[config.mk]
export PLATFORM = sky130hd
export DESIGN_NAME = watch_cu
export DESIGN_NICKNAME = d
export VERILOG_FILES = /design/src/rtl/watch_pkg.sv /design/src/rtl/watch_cu_btn_edge.sv /design/src/rtl/watch_cu.sv
export SDC_FILE = /design/constraint.sdc
export NUM_CORES = 1
export LEC_CHECK = 0
export CAP_MARGIN = 20
export CORE_ASPECT_RATIO = 0.75
export CORE_UTILIZATION = 60
export CTS_CLUSTER_SIZE = 10
export DETAILED_ROUTE_END_ITERATION = 12
export PLACE_DENSITY = 0.92
export SLEW_MARGIN = 5
export SYNTH_ARGS = -nofsm -noshare
export SYNTH_HDL_FRONTEND = slang
export SYNTH_SLANG_ARGS = --single-unit
[constraint.sdc]
create_clock -name clk -period 3.25 [get_ports clk]
set_input_delay 0.325 -clock clk [delete_from_list [all_inputs] [get_ports clk]]
set_output_delay 0.325 -clock clk [all_outputs]
set_load 0.03 [all_outputs]
[src/rtl/watch_pkg.sv]
// Shared encodings and default timing constants for the watch control unit.
// Watch control-unit build option: WATCH_CU_AUTOREPEAT_EN.
package watch_pkg;

  typedef logic [0:0] state_t;

  localparam state_t S_RUN  = 1'b0;
  localparam state_t S_EDIT = 1'b1;

  localparam logic [1:0] CUR_HOUR = 2'b00;
  localparam logic [1:0] CUR_MIN  = 2'b01;
  localparam logic [1:0] CUR_SEC  = 2'b10;
  localparam logic [1:0] CUR_MSEC = 2'b11;

  localparam int DEF_REPEAT_DELAY = 50;
  localparam int DEF_REPEAT_RATE  = 10;
  localparam int DEF_EDIT_TIMEOUT = 1000;
  localparam int DEF_BLINK_HALF   = 25;

endpackage

[src/rtl/watch_cu_btn_edge.sv]
// Per-button rising-edge detector; the previous level resets high so that
// a button held through reset release produces no edge.
module btn_edge
  import watch_pkg::*;
(
  input  logic clk,
  input  logic reset,
  input  logic level,
  output logic rise
);

  logic prev;

  always_ff @(posedge clk or posedge reset) begin
    if (reset) prev <= 1'b1;
    else       prev <= level;
  end

  assign rise = level & ~prev;

endmodule

[src/rtl/watch_cu.sv]
// Watch button control unit: RUN/EDIT FSM, cursor, command pulses, blink.
// Optional held-button auto-repeat: define WATCH_CU_AUTOREPEAT_EN.
module watch_cu
  import watch_pkg::*;
#(
  parameter int REPEAT_DELAY = DEF_REPEAT_DELAY,
  parameter int REPEAT_RATE  = DEF_REPEAT_RATE,
  parameter int EDIT_TIMEOUT = DEF_EDIT_TIMEOUT,
  parameter int BLINK_HALF   = DEF_BLINK_HALF
) (
  input  logic       clk,
  input  logic       reset,
  input  logic       i_tick_100hz,
  input  logic       btn_mode,
  input  logic       btn_left,
  input  logic       btn_right,
  input  logic       btn_up,
  input  logic       btn_down,
  output logic [1:0] cursor,
  output logic       inc_pulse,
  output logic       dec_pulse,
  output logic       reset_pulse,
  output logic       edit_mode,
  output logic       blink
);

  localparam int TW = $clog2(EDIT_TIMEOUT) + 1;
  localparam int BW = $clog2(BLINK_HALF) + 1;

  logic e_mode, e_left, e_right, e_up, e_down;

  btn_edge u_mode  (.clk(clk), .reset(reset), .level(btn_mode),  .rise(e_mode));
  btn_edge u_left  (.clk(clk), .reset(reset), .level(btn_left),  .rise(e_left));
  btn_edge u_right (.clk(clk), .reset(reset), .level(btn_right), .rise(e_right));
  btn_edge u_up    (.clk(clk), .reset(reset), .level(btn_up),    .rise(e_up));
  btn_edge u_down  (.clk(clk), .reset(reset), .level(btn_down),  .rise(e_down));

  state_t        state, state_nxt;
  logic [TW-1:0] tcnt;
  logic [BW-1:0] bcnt;
  logic          in_edit, act, any_edge, tout;
  logic          rep_inc, rep_dec, rep_any;
  logic          cmd_inc, cmd_dec, cmd_rst;

  assign in_edit  = (state == S_EDIT);
  // a mode edge swallows every other edge of the same cycle
  assign act      = in_edit & ~e_mode;
  assign any_edge = e_mode | e_left | e_right | e_up | e_down;
  assign rep_any  = rep_inc | rep_dec;

  assign cmd_rst = act & ((e_up & btn_down) | (e_down & btn_up));
  assign cmd_inc = act & ~cmd_rst & (e_up | rep_inc);
  assign cmd_dec = act & ~cmd_rst & ~cmd_inc & (e_down | rep_dec);

  assign tout = in_edit & i_tick_100hz & ~any_edge & ~rep_any
              & (tcnt >= TW'(EDIT_TIMEOUT - 1));

  always_comb begin
    state_nxt = state;
    if (in_edit) begin
      if (e_mode || tout) state_nxt = S_RUN;
    end else if (e_mode) begin
      state_nxt = S_EDIT;
    end
  end

  always_ff @(posedge clk or posedge reset) begin
    if (reset) begin
      state       <= S_RUN;
      edit_mode   <= 1'b0;
      cursor      <= CUR_HOUR;
      inc_pulse   <= 1'b0;
      dec_pulse   <= 1'b0;
      reset_pulse <= 1'b0;
    end else begin
      state       <= state_nxt;
      edit_mode   <= (state_nxt == S_EDIT);
      inc_pulse   <= cmd_inc;
      dec_pulse   <= cmd_dec;
      reset_pulse <= cmd_rst;
      if (!in_edit) begin
        if (e_mode) cursor <= CUR_HOUR;
      end else if (act && (e_right ^ e_left)) begin
        cursor <= e_right ? cursor + 2'd1 : cursor - 2'd1;
      end
    end
  end

  always_ff @(posedge clk or posedge reset) begin
    if (reset) begin
      tcnt <= '0;
    end else if (!in_edit || any_edge || rep_any) begin
      tcnt <= '0;
    end else if (i_tick_100hz && tcnt != TW'(EDIT_TIMEOUT)) begin
      tcnt <= tcnt + 1'b1;
    end
  end

  always_ff @(posedge clk or posedge reset) begin
    if (reset) begin
      blink <= 1'b0;
      bcnt  <= '0;
    end else if (state_nxt != S_EDIT) begin
      blink <= 1'b0;
      bcnt  <= '0;
    end else if (!in_edit) begin
      blink <= 1'b1;
      bcnt  <= '0;
    end else if (i_tick_100hz) begin
      if (bcnt == BW'(BLINK_HALF - 1)) begin
        blink <= ~blink;
        bcnt  <= '0;
      end else begin
        bcnt <= bcnt + 1'b1;
      end
    end
  end

`ifdef WATCH_CU_AUTOREPEAT_EN
  localparam int RMAX = (REPEAT_DELAY > REPEAT_RATE) ? REPEAT_DELAY : REPEAT_RATE;
  localparam int RW   = $clog2(RMAX) + 1;

  logic [RW-1:0] rcnt, rlim;
  logic          rarm, rfirst, sole, rhit;

  // only a single held up/down key repeats; pressing both stops it
  assign sole = btn_up ^ btn_down;
  assign rlim = rfirst ? RW'(REPEAT_DELAY - 1) : RW'(REPEAT_RATE - 1);
  assign rhit = rarm & sole & act & i_tick_100hz
              & ~e_up & ~e_down & (rcnt == rlim);
  assign rep_inc = rhit & btn_up;
  assign rep_dec = rhit & btn_down;

  always_ff @(posedge clk or posedge reset) begin
    if (reset) begin
      rcnt   <= '0;
      rarm   <= 1'b0;
      rfirst <= 1'b0;
    end else if (!act || !sole) begin
      rcnt <= '0;
      rarm <= 1'b0;
    end else if (e_up || e_down) begin
      rcnt   <= '0;
      rarm   <= 1'b1;
      rfirst <= 1'b1;
    end else if (rarm && i_tick_100hz) begin
      if (rhit) begin
        rcnt   <= '0;
        rfirst <= 1'b0;
      end else begin
        rcnt <= rcnt + 1'b1;
      end
    end
  end
`else
  assign rep_inc = 1'b0;
  assign rep_dec = 1'b0;
`endif

endmodule

==> results.ini <==
[cells_and_area]
diodes = 0
regArea_sq_um = 732
syn2layout_area_growth_pct = 14.4
fin_area_sq_um = 1710
layout.nets = 174
drive_gt1_frac = 0.117
fillers = 185
fin_cells = 197
multiInputGateArea_sq_um = 673

[job]
max_cap_violations = 0

[critical_path]
crit_start = in_edit
cp-start-kind = flip-flop
timing.rr.end = bcnt[3]
crit_end = edit_mode
critPathBufInv = 1
reg2reg_setup_slack_ns = 1.37
worstSetupPathType = reg2out
r2r_cells = 5
slowest_delay_ns = 0.74
crit_cells = 1
r2r-start = u_mode.prev
crit_required_ns = 2.92
slowest_stage = clkdlybuf4s50_1
critPathTopFamily = buffers and inverters
cp-end-kind = primary output
path_cells = clkdlybuf4s50_1
cp.arrival_ns = 1.62
critPathMaxFanout = 7

[clock_network]
cts_tree = done
htree_levels = 2
cts_resized = 0
clk_latency_ns = 0.35
cts_max_path_buffers = 2
cts_made_buffers = 5
cts_hold_buf = 0
clk_pin_slew_worst_paths_ns = 0.09
cts-root-buf = clkbuf_4
cts_setup_buffers = 0
cts.sinks = 29

[drt]
postRouteAntennaNets = 0
drcViolationCount = 0
firstDrtPassIters = 4
avgRoutedWirePerCell_um = 16.0
drt_wl_total_um = 3150
drt_iter0_markers = 105
vias = 1143
viasPerCell = 5.80

[timing]
hold_viol_final = 0
min_period_ns = 1.94
fmaxAchievable_mhz = 515
min_period_over_period = 0.597
rsz0062_at_grt = false
slew_violations = 0
fin_worst_skew_ns = 0.0126
setup_tns_ns = 0
final-setup-viol-count = 0
slew_headroom = 0.578
worstMarginPinSlew_ns = 0.631

[die]
num_io_pins = 15
dieArea_sq_um = 2700
start_util = 0.642
num_rows = 15
core_area_sq_um = 2330
chipHeight_um = 45.2
die_w_um = 59.6

[global_route]
grt_use_total = 0.261
grt_pass1_vias = 1110
antenna_found_initial = 0
overflow = 0
grt_max_degree = 30
grt_pass1_wl_um = 5000

[synthesis]
ys_seq_area_frac = 0.490
postSynthCellCount = 146
yosysWarnings = 0
synth-edff-count = 0
synth.ff_latch_count = 29
synth_nets = 158
synth_cell_type_count = 40
async_reset_ff_frac = 1.00
syn_avg_cell_area_sq_um = 10.2
syn_area_sq_um = 1490
synth-main-ff-cell = dfrtp_1

[place]
placed_cell_area_sq_um = 1630
dp_hpwl_um = 2160
dpl.cell_count = 188
numPortBuffers = 14
place_congestion = 0.849

[power]
power_leakage_nw = 0.712
powerDensity_nw_per_um2 = 470
irDropWorstVdd_mv = 0.251

[min_path]
hold_path_class = in2async

[run_status]
status = complete, no violations

==> area by class of cell <==
class / count / area share
multi-input cells: 99 / 0.394
clock buffers: 8 / 0.0286
repair buffers: 15 / 0.0981
inverters: 12 / 0.0264
flip-flops and latches: 29 / 0.428
well taps: 34 / 0.0249
==> state kept, by name, indices dropped and copies added (netlist names) <==
signal,count
cursor,2
u_up.prev,1
blink,1
u_mode.prev,1
bcnt,6
u_right.prev,1
in_edit,1
reset_pulse,1
u_down.prev,1
dec_pulse,1
u_left.prev,1
inc_pulse,1
tcnt,11
==> cell usage after synthesis, types with 2 or more instances <==
library cell	instances	area, sq um
or3_1	2	12.5
ha_1	4	50.1
mux2i_1	3	30.0
buf_2	2	10.0
and3_1	3	18.8
inv_1	12	45.0
buf_6	2	22.5
nand3_1	6	30.0
xnor2_1	8	70.1
xor2_1	7	61.3
nor2_1	17	63.8
nor4_1	2	12.5
a211oi_1	5	37.5
nand2_1	7	26.3
nor2b_1	2	12.5
a21oi_1	8	40.0
dfrtp_1	24	601
nand4_1	5	31.3
o21ai_0	2	10.0
dfstp_2	5	131
==> through the flow <==
| step | power, mW | hold WS, ns | utilization | setup WS (ns) |
|---|---|---|---|---|
| 3_5_place_dp | 0.587 | 0.552 | 0.702 | 0.997 |
| 4_1_cts | 0.794 | 0.438 | 0.723 | 1.32 |
| 3_3_place_gp | 0.578 | 0.536 | 0.702 | 1.12 |
| 6_report | 0.803 | 0.260 | 0.734 | 1.31 |
| 5_1_grt | 0.841 | 0.296 | 0.734 | 1.21 |
| 2_1_floorplan | 0.529 | 0.329 | - | 1.57 |
==> how the worst min path moves through the flow <==
stage / start / to / slack [ns]
5_1_grt: reset / dec_pulse / 0.30
4_1_cts: btn_left / u_left.prev / 0.44
3_5_place_dp: bcnt[0] / bcnt[0] / 0.55
2_1_floorplan: btn_down / u_down.prev / 0.33
3_3_place_gp: tcnt[9] / tcnt[9] / 0.54
6_report: reset / dec_pulse / 0.26
==> routing by layer <==
| layer | vias up | routed length (um) | global-route usage |
|---|---|---|---|
| li1 | 532 | - | - |
| met1 | 557 | 1270 | 0.328 |
| met2 | 42 | 1620 | 0.434 |
| met3 | 12 | 184 | 0.0745 |
| met4 | 0 | 78 | 0.0930 |
| met5 | - | 0 | 0 |
==> placed cells by master, fill, tap and decap left out, types with 3 or more instances in the layout <==
| cell type | count |
|---|---|
| clkbuf_4 | 5 |
| a211oi_1 | 5 |
| clkbuf_1 | 3 |
| a21oi_1 | 8 |
| nand4_1 | 5 |
| dfrtp_1 | 24 |
| nand3_1 | 6 |
| xor2_1 | 7 |
| nor2_1 | 17 |
| xnor2_1 | 8 |
| dfstp_2 | 5 |
| nand2_1 | 7 |
| ha_1 | 4 |
| mux2i_1 | 3 |
| and3_1 | 3 |
| inv_1 | 12 |
| clkdlybuf4s50_1 | 14 |
==> report_power, final <==
| group | total (mW) | switching, mW | leakage, nW | internal (mW) |
|---|---|---|---|---|
| clock network | 0.215 | 0.129 | 0.0265 | 0.0860 |
| registers | 0.414 | 0.0273 | 0.382 | 0.386 |
| logic | 0.174 | 0.0988 | 0.304 | 0.0753 |
==> kinds of logic after synthesis <==
family | synth area share
AOI/OAI and AO/OA | 0.101
xor gates and xnor gates | 0.0879
adders and majority gates | 0.0335
buffers and inverters | 0.0595
DFF | 0.490
muxes | 0.0201
and+or+nand+nor | 0.208
No activity file was read; power rests on OpenSTA's default activity.
